**config.mk**
```make
export PLATFORM = sky130hd
export DESIGN_NAME = reg_port_arbiter
export DESIGN_NICKNAME = d
export VERILOG_FILES = /design/src/rtl/reg_port_arbiter.sv
export SDC_FILE = /design/constraint.sdc
export NUM_CORES = 1
export LEC_CHECK = 0
export CORE_MARGIN = 2
export CORE_UTILIZATION = 36
export DETAILED_ROUTE_END_ITERATION = 7
export PLACE_DENSITY = 0.86
export REMOVE_ABC_BUFFERS = 1
export SYNTH_ARGS = -nofsm -noshare
export SYNTH_HDL_FRONTEND = slang
export SYNTH_SLANG_ARGS = --single-unit
```
**constraint.sdc**
```tcl
create_clock -name clk -period 4.71 [get_ports clk]
set_clock_uncertainty 0.1 [all_clocks]
set_input_delay 0.942 -clock clk [delete_from_list [all_inputs] [get_ports clk]]
set_output_delay 0.942 -clock clk [all_outputs]
set_load 0.05 [all_outputs]
```
**src/rtl/reg_port_arbiter.sv**
```systemverilog
// Shares the register stack's single get/set port between one reader and two writers.
// Only one stack operation is issued per cycle, read-after-write hazards are held off,
// and a streak limit keeps back-to-back writes from starving the reader.
module reg_port_arbiter #(
  parameter int unsigned NIB_SIZE     = 4,
  parameter int unsigned WORD_SIZE    = 16,
  parameter int unsigned STARVE_LIMIT = 4
) (
  input  logic                 clk,
  input  logic                 reset,
  input  logic                 rd_req,
  input  logic [NIB_SIZE-1:0]  rd_num1,
  input  logic [NIB_SIZE-1:0]  rd_num2,
  output logic                 rd_ack,
  output logic                 rd_valid,
  output logic [WORD_SIZE-1:0] rd_data1,
  output logic [WORD_SIZE-1:0] rd_data2,
  input  logic                 wa_req,
  input  logic [NIB_SIZE-1:0]  wa_num,
  input  logic [WORD_SIZE-1:0] wa_val,
  output logic                 wa_ack,
  input  logic                 wb_req,
  input  logic [NIB_SIZE-1:0]  wb_num,
  input  logic [WORD_SIZE-1:0] wb_val,
  output logic                 wb_ack,
  output logic [NIB_SIZE-1:0]  rs_num1,
  output logic [NIB_SIZE-1:0]  rs_num2,
  output logic [NIB_SIZE-1:0]  rs_setnum,
  output logic [WORD_SIZE-1:0] rs_setval,
  output logic                 rs_get_enable,
  output logic                 rs_set_enable,
  output logic                 rs_reset_enable,
  input  logic [WORD_SIZE-1:0] rs_out1,
  input  logic [WORD_SIZE-1:0] rs_out2,
  output logic                 rd_hazard
);

  localparam int unsigned STREAK_W = 3;
  localparam logic [STREAK_W-1:0] STREAK_LIMIT = STREAK_W'(STARVE_LIMIT);
  localparam logic [STREAK_W-1:0] STREAK_MAX   = '1;

  typedef enum logic {PTR_A = 1'b0, PTR_B = 1'b1} ptr_t;

  ptr_t                 ptr, ptr_n;
  logic [STREAK_W-1:0]  streak, streak_n;
  logic                 rd_elig, wa_elig, wb_elig, hazard, rd_ok;
  logic                 rd_ack_n, wa_ack_n, wb_ack_n, rd_valid_n;
  logic                 get_en_n, set_en_n;
  logic [NIB_SIZE-1:0]  num1_n, num2_n, setnum_n;
  logic [WORD_SIZE-1:0] setval_n;

  // A requester whose ack is currently high is still dropping req and must not be regranted.
  assign rd_elig = rd_req & ~rd_ack;
  assign wa_elig = wa_req & ~wa_ack;
  assign wb_elig = wb_req & ~wb_ack;

  assign hazard = (wa_elig & ((wa_num == rd_num1) | (wa_num == rd_num2))) |
                  (wb_elig & ((wb_num == rd_num1) | (wb_num == rd_num2)));
  assign rd_ok     = rd_elig & ~hazard;
  assign rd_hazard = rd_req & hazard;

  assign rd_data1 = rs_out1;
  assign rd_data2 = rs_out2;

  // Grant selection, round-robin pointer and starvation streak.
  always_comb begin
    ptr_n      = ptr;
    streak_n   = streak;
    rd_ack_n   = 1'b0;
    wa_ack_n   = 1'b0;
    wb_ack_n   = 1'b0;
    get_en_n   = 1'b0;
    set_en_n   = 1'b0;
    rd_valid_n = rs_get_enable;
    num1_n     = rs_num1;
    num2_n     = rs_num2;
    setnum_n   = rs_setnum;
    setval_n   = rs_setval;

    if (rd_ok && (streak >= STREAK_LIMIT)) begin
      rd_ack_n = 1'b1;
      get_en_n = 1'b1;
      num1_n   = rd_num1;
      num2_n   = rd_num2;
    end else if (wa_elig || wb_elig) begin
      set_en_n = 1'b1;
      if (wa_elig && (!wb_elig || (ptr == PTR_A))) begin
        wa_ack_n = 1'b1;
        setnum_n = wa_num;
        setval_n = wa_val;
        ptr_n    = PTR_B;
      end else begin
        wb_ack_n = 1'b1;
        setnum_n = wb_num;
        setval_n = wb_val;
        ptr_n    = PTR_A;
      end
      if (rd_ok && (streak != STREAK_MAX)) begin
        streak_n = streak + STREAK_W'(1);
      end
    end else if (rd_ok) begin
      rd_ack_n = 1'b1;
      get_en_n = 1'b1;
      num1_n   = rd_num1;
      num2_n   = rd_num2;
    end

    if (rd_ack_n || !rd_req) begin
      streak_n = '0;
    end
  end

  always_ff @(posedge clk) begin
    if (reset) begin
      ptr             <= PTR_A;
      streak          <= '0;
      rd_ack          <= 1'b0;
      wa_ack          <= 1'b0;
      wb_ack          <= 1'b0;
      rd_valid        <= 1'b0;
      rs_get_enable   <= 1'b0;
      rs_set_enable   <= 1'b0;
      rs_reset_enable <= 1'b1;
      rs_num1         <= '0;
      rs_num2         <= '0;
      rs_setnum       <= '0;
      rs_setval       <= '0;
    end else begin
      ptr             <= ptr_n;
      streak          <= streak_n;
      rd_ack          <= rd_ack_n;
      wa_ack          <= wa_ack_n;
      wb_ack          <= wb_ack_n;
      rd_valid        <= rd_valid_n;
      rs_get_enable   <= get_en_n;
      rs_set_enable   <= set_en_n;
      rs_reset_enable <= 1'b0;
      rs_num1         <= num1_n;
      rs_num2         <= num2_n;
      rs_setnum       <= setnum_n;
      rs_setval       <= setval_n;
    end
  end

endmodule
```
==> run summary <==
Largest net degree at the start of global routing: 22
Startpoint types: input pin
P per Cell Area: 314.1 nW/um2
Leak: 1.142 nW
TritonCTS buffer count: 5
Fmax: 0.2341 GHz
Clock slew at reported path FFs: 70 ps
Layout cells sized above 1: 7.115%
Clock sink count: 38
Multi-input gate area: 919.6 um2
TritonCTS clock tree: done
Initial core utilization: 36.81%
Post-synthesis mux area share: 14.59%
Max Cap Violations: 0
Highest metal used: met4
Clk network pwr share: 26.9%
DRT met1 WL: 2717 um
DRC: 0
Async set or reset register ratio after synthesis: 0%
Root buffer cell: clkbuf_8
Antenna-violating nets left: 0
Num ports: 153
Worst Hold Class: flip-flop to flip-flop
Vias/cell: 5.102
CTS Hold Bufs: 0
Crit path max fanout: 4
Top cells by instance count after synthesis: dfxtp_1 (38), buf_4 (34), mux2i_1 (29), o2bb2ai_1 (18), xor2_1 (16)
CP max stage delay: 800 ps
Status: complete, no violations
GP Congestion: 0.7771
Worst-Margin Slew: 920.4 ps
Leading register cell type out of synthesis: dfxtp_1
Hpwl dp: 4410 um
Worst hold stages: 1
Die W: 78.34 um
Post-Syn Area per Cell: 10.20 um2
Share of the synthesized area in the top cell type: 38.24%
Buffers added on ports: 88
Largest cells by area after synthesis: dfxtp_1 (38%), mux2i_1 (15%), buf_4 (13%), o2bb2ai_1 (7.9%), xor2_1 (7.0%)
HP Start: rs_setval[2]
Setup crit end kind: primary output
Register Area: 760.7 um2
H-tree levels: 2
Layout Nets: 339
CP Data Required Time: 3670 ps
Initial antenna violation count: 0
RSZ-0062 raised after global routing: false
Setup CP Type: input pin to primary output
Hold Vio Cnt, Final: 0
Post-synth EDFFs: 0
Met3 wire length: 669 um
Fillers: 525
Mapped Cells: 195
RR Endpoint: rs_setval[5]
RR Startpoint: wb_ack
Setup-failing EPs final: 0
Reg-to-reg slack, setup: 2590 ps
Post-layout util: 51.30%
Non-Filler Instances: 325
Post-synthesis cell area: 1989 um2
Vias: 1658
Antenna Cells: 0
Pwr Total: 0.8708 mW
Sequential area share after synthesis: 38.24%
CP arrival: 3230 ps
Comb power frac: 31.8%
CP delay by family, top: buffers and inverters
First-pass GRT wire length: 8500 um
WL/cell: 17.48 um
Clock Path Buffers: 2
Synth area leader: dfxtp_1
Synthesis-to-layout area growth: 39.37%
Path depth of the worst reg2reg path: 6
Min Tclk post-route: 4271 ps
Compound-cell area share of the yosys netlist: 13.58%
Sw frac: 33.22%
Most used cell, CP: clkdlybuf4s50_1
Pint: 0.5815 mW
Post-Route WL: 5680 um
Vias in the first global route: 1627
Die height: 78.34 um
Core area: 5405 um2
Grt total ovfl: 0
GRT Total Usage: 18.39%
DRT iter0 DRCs: 141
Library cells used by synthesis: 28
Max-slew violation count: 0
Synth Warn #: 0
Crit path cell chain: clkdlybuf4s50_1 -> xor2_1 -> nor4_1 -> o21ai_1 -> nand2_2 -> and2_2 -> clkdlybuf4s50_1
Postcts setup bufs: 0
Setup TNS: 0 ps
Period utilization: 90.68%
Drt pass-1 iters: 4
Largest family of logic cells by synthesized area: buffers and inverters
Metal2 WL: 2200 um
Slew HR: 38.64%
WHS Endpoint: rs_setval[2]
Reg power frac: 41.4%
Post-cts resize count: 0
Clk_lat worst skew: 290 ps
Slowest CP cell: clkdlybuf4s50_1
Buf+Inv Stages, Crit Path: 2
XOR/XNOR share of the synthesized area: 7.044%
VDD IR max: 0.1426 mV
Post-Synth Adder-Cell Area: 1.258%
Most common cell in the netlist: dfxtp_1
Synth Area in Simple Gates: 9.748%
Rows: 27
Die footprint: 6136 um2
Cells after DPL: 317
Post-synthesis sequential element count: 38
Psw: 0.2893 mW
==> area by class of cell <==
class	instances	area share, %
flip-flops and latches	38	27.44
clock buffers	7	3.114
inverters	2	0.2708
well taps	72	3.249
repair buffers	91	32.58
multi-input cells	114	33.17
clock inverters	1	0.1805
==> cells by family after synthesis <==
logic type,count (synthesis)
and+or+nand+nor,39
buffers and inverters,43
DFF,38
xor gates and xnor gates,16
muxes,29
AOI/OAI and AO/OA,28
adders and majority gates,2
==> stage by stage <==
step                setup slack [ps]  instance area (um2)  hold slack (ps)
finish                         438.8                 2773            368.6
global route                   379.8                 2773            383.5
CTS                            466.1                 2773            372.8
detailed placement             474.8                 2681            346.2
global placement               546.8                 2681            342.7
floorplan                       1762                 1688            346.6
==> layer usage <==
layer,GRT usage [%],up-vias
met5,5.455,-
met4,7.018,0
met3,9.655,8
met2,23.28,109
met1,25.43,771
li1,-,770
==> power by group through the flow <==
stage	logic [mW]	clock network, mW	registers (mW)
CTS	0.278	0.241	0.360
global placement	0.275	0	0.367
detailed placement	0.277	0	0.367
global route	0.291	0.248	0.363
finish	0.277	0.234	0.360
floorplan	0.0746	0	0.449
==> state kept, by name, indices dropped and copies added, names as in the netlist <==
signal,flops
rs_get_enable,1
rs_num2,4
streak,3
rs_num1,4
rs_set_enable,1
rs_setval,16
ptr,1
wb_ack,1
rd_valid,1
wa_ack,1
rs_setnum,4
rs_reset_enable,1
==> cells in the final DEF, fill, tap and decap left out, types with 3 or more instances in the layout <==
master	n
clkdlybuf4s50_1	88
dfxtp_1	38
mux2i_1	29
o2bb2ai_1	18
xor2_1	16
nor2_1	13
nand2_1	7
clkbuf_8	6
nor4_1	5
nor2b_1	4
o2bb2ai_2	3
buf_4	3
==> worst max path at each step <==
stage / from / end / slack, ps / cells after the start
floorplan: rd_num2[1] / rd_hazard / 1760 / 5
global placement: rd_num1[2] / rd_hazard / 550 / 7
detailed placement: rd_num1[2] / rd_hazard / 470 / 7
CTS: rd_num1[2] / rd_hazard / 470 / 7
global route: wa_num[2] / rd_hazard / 380 / 7
finish: rd_num1[2] / rd_hazard / 440 / 7
Note: power is estimated with default switching activity, not from simulation.
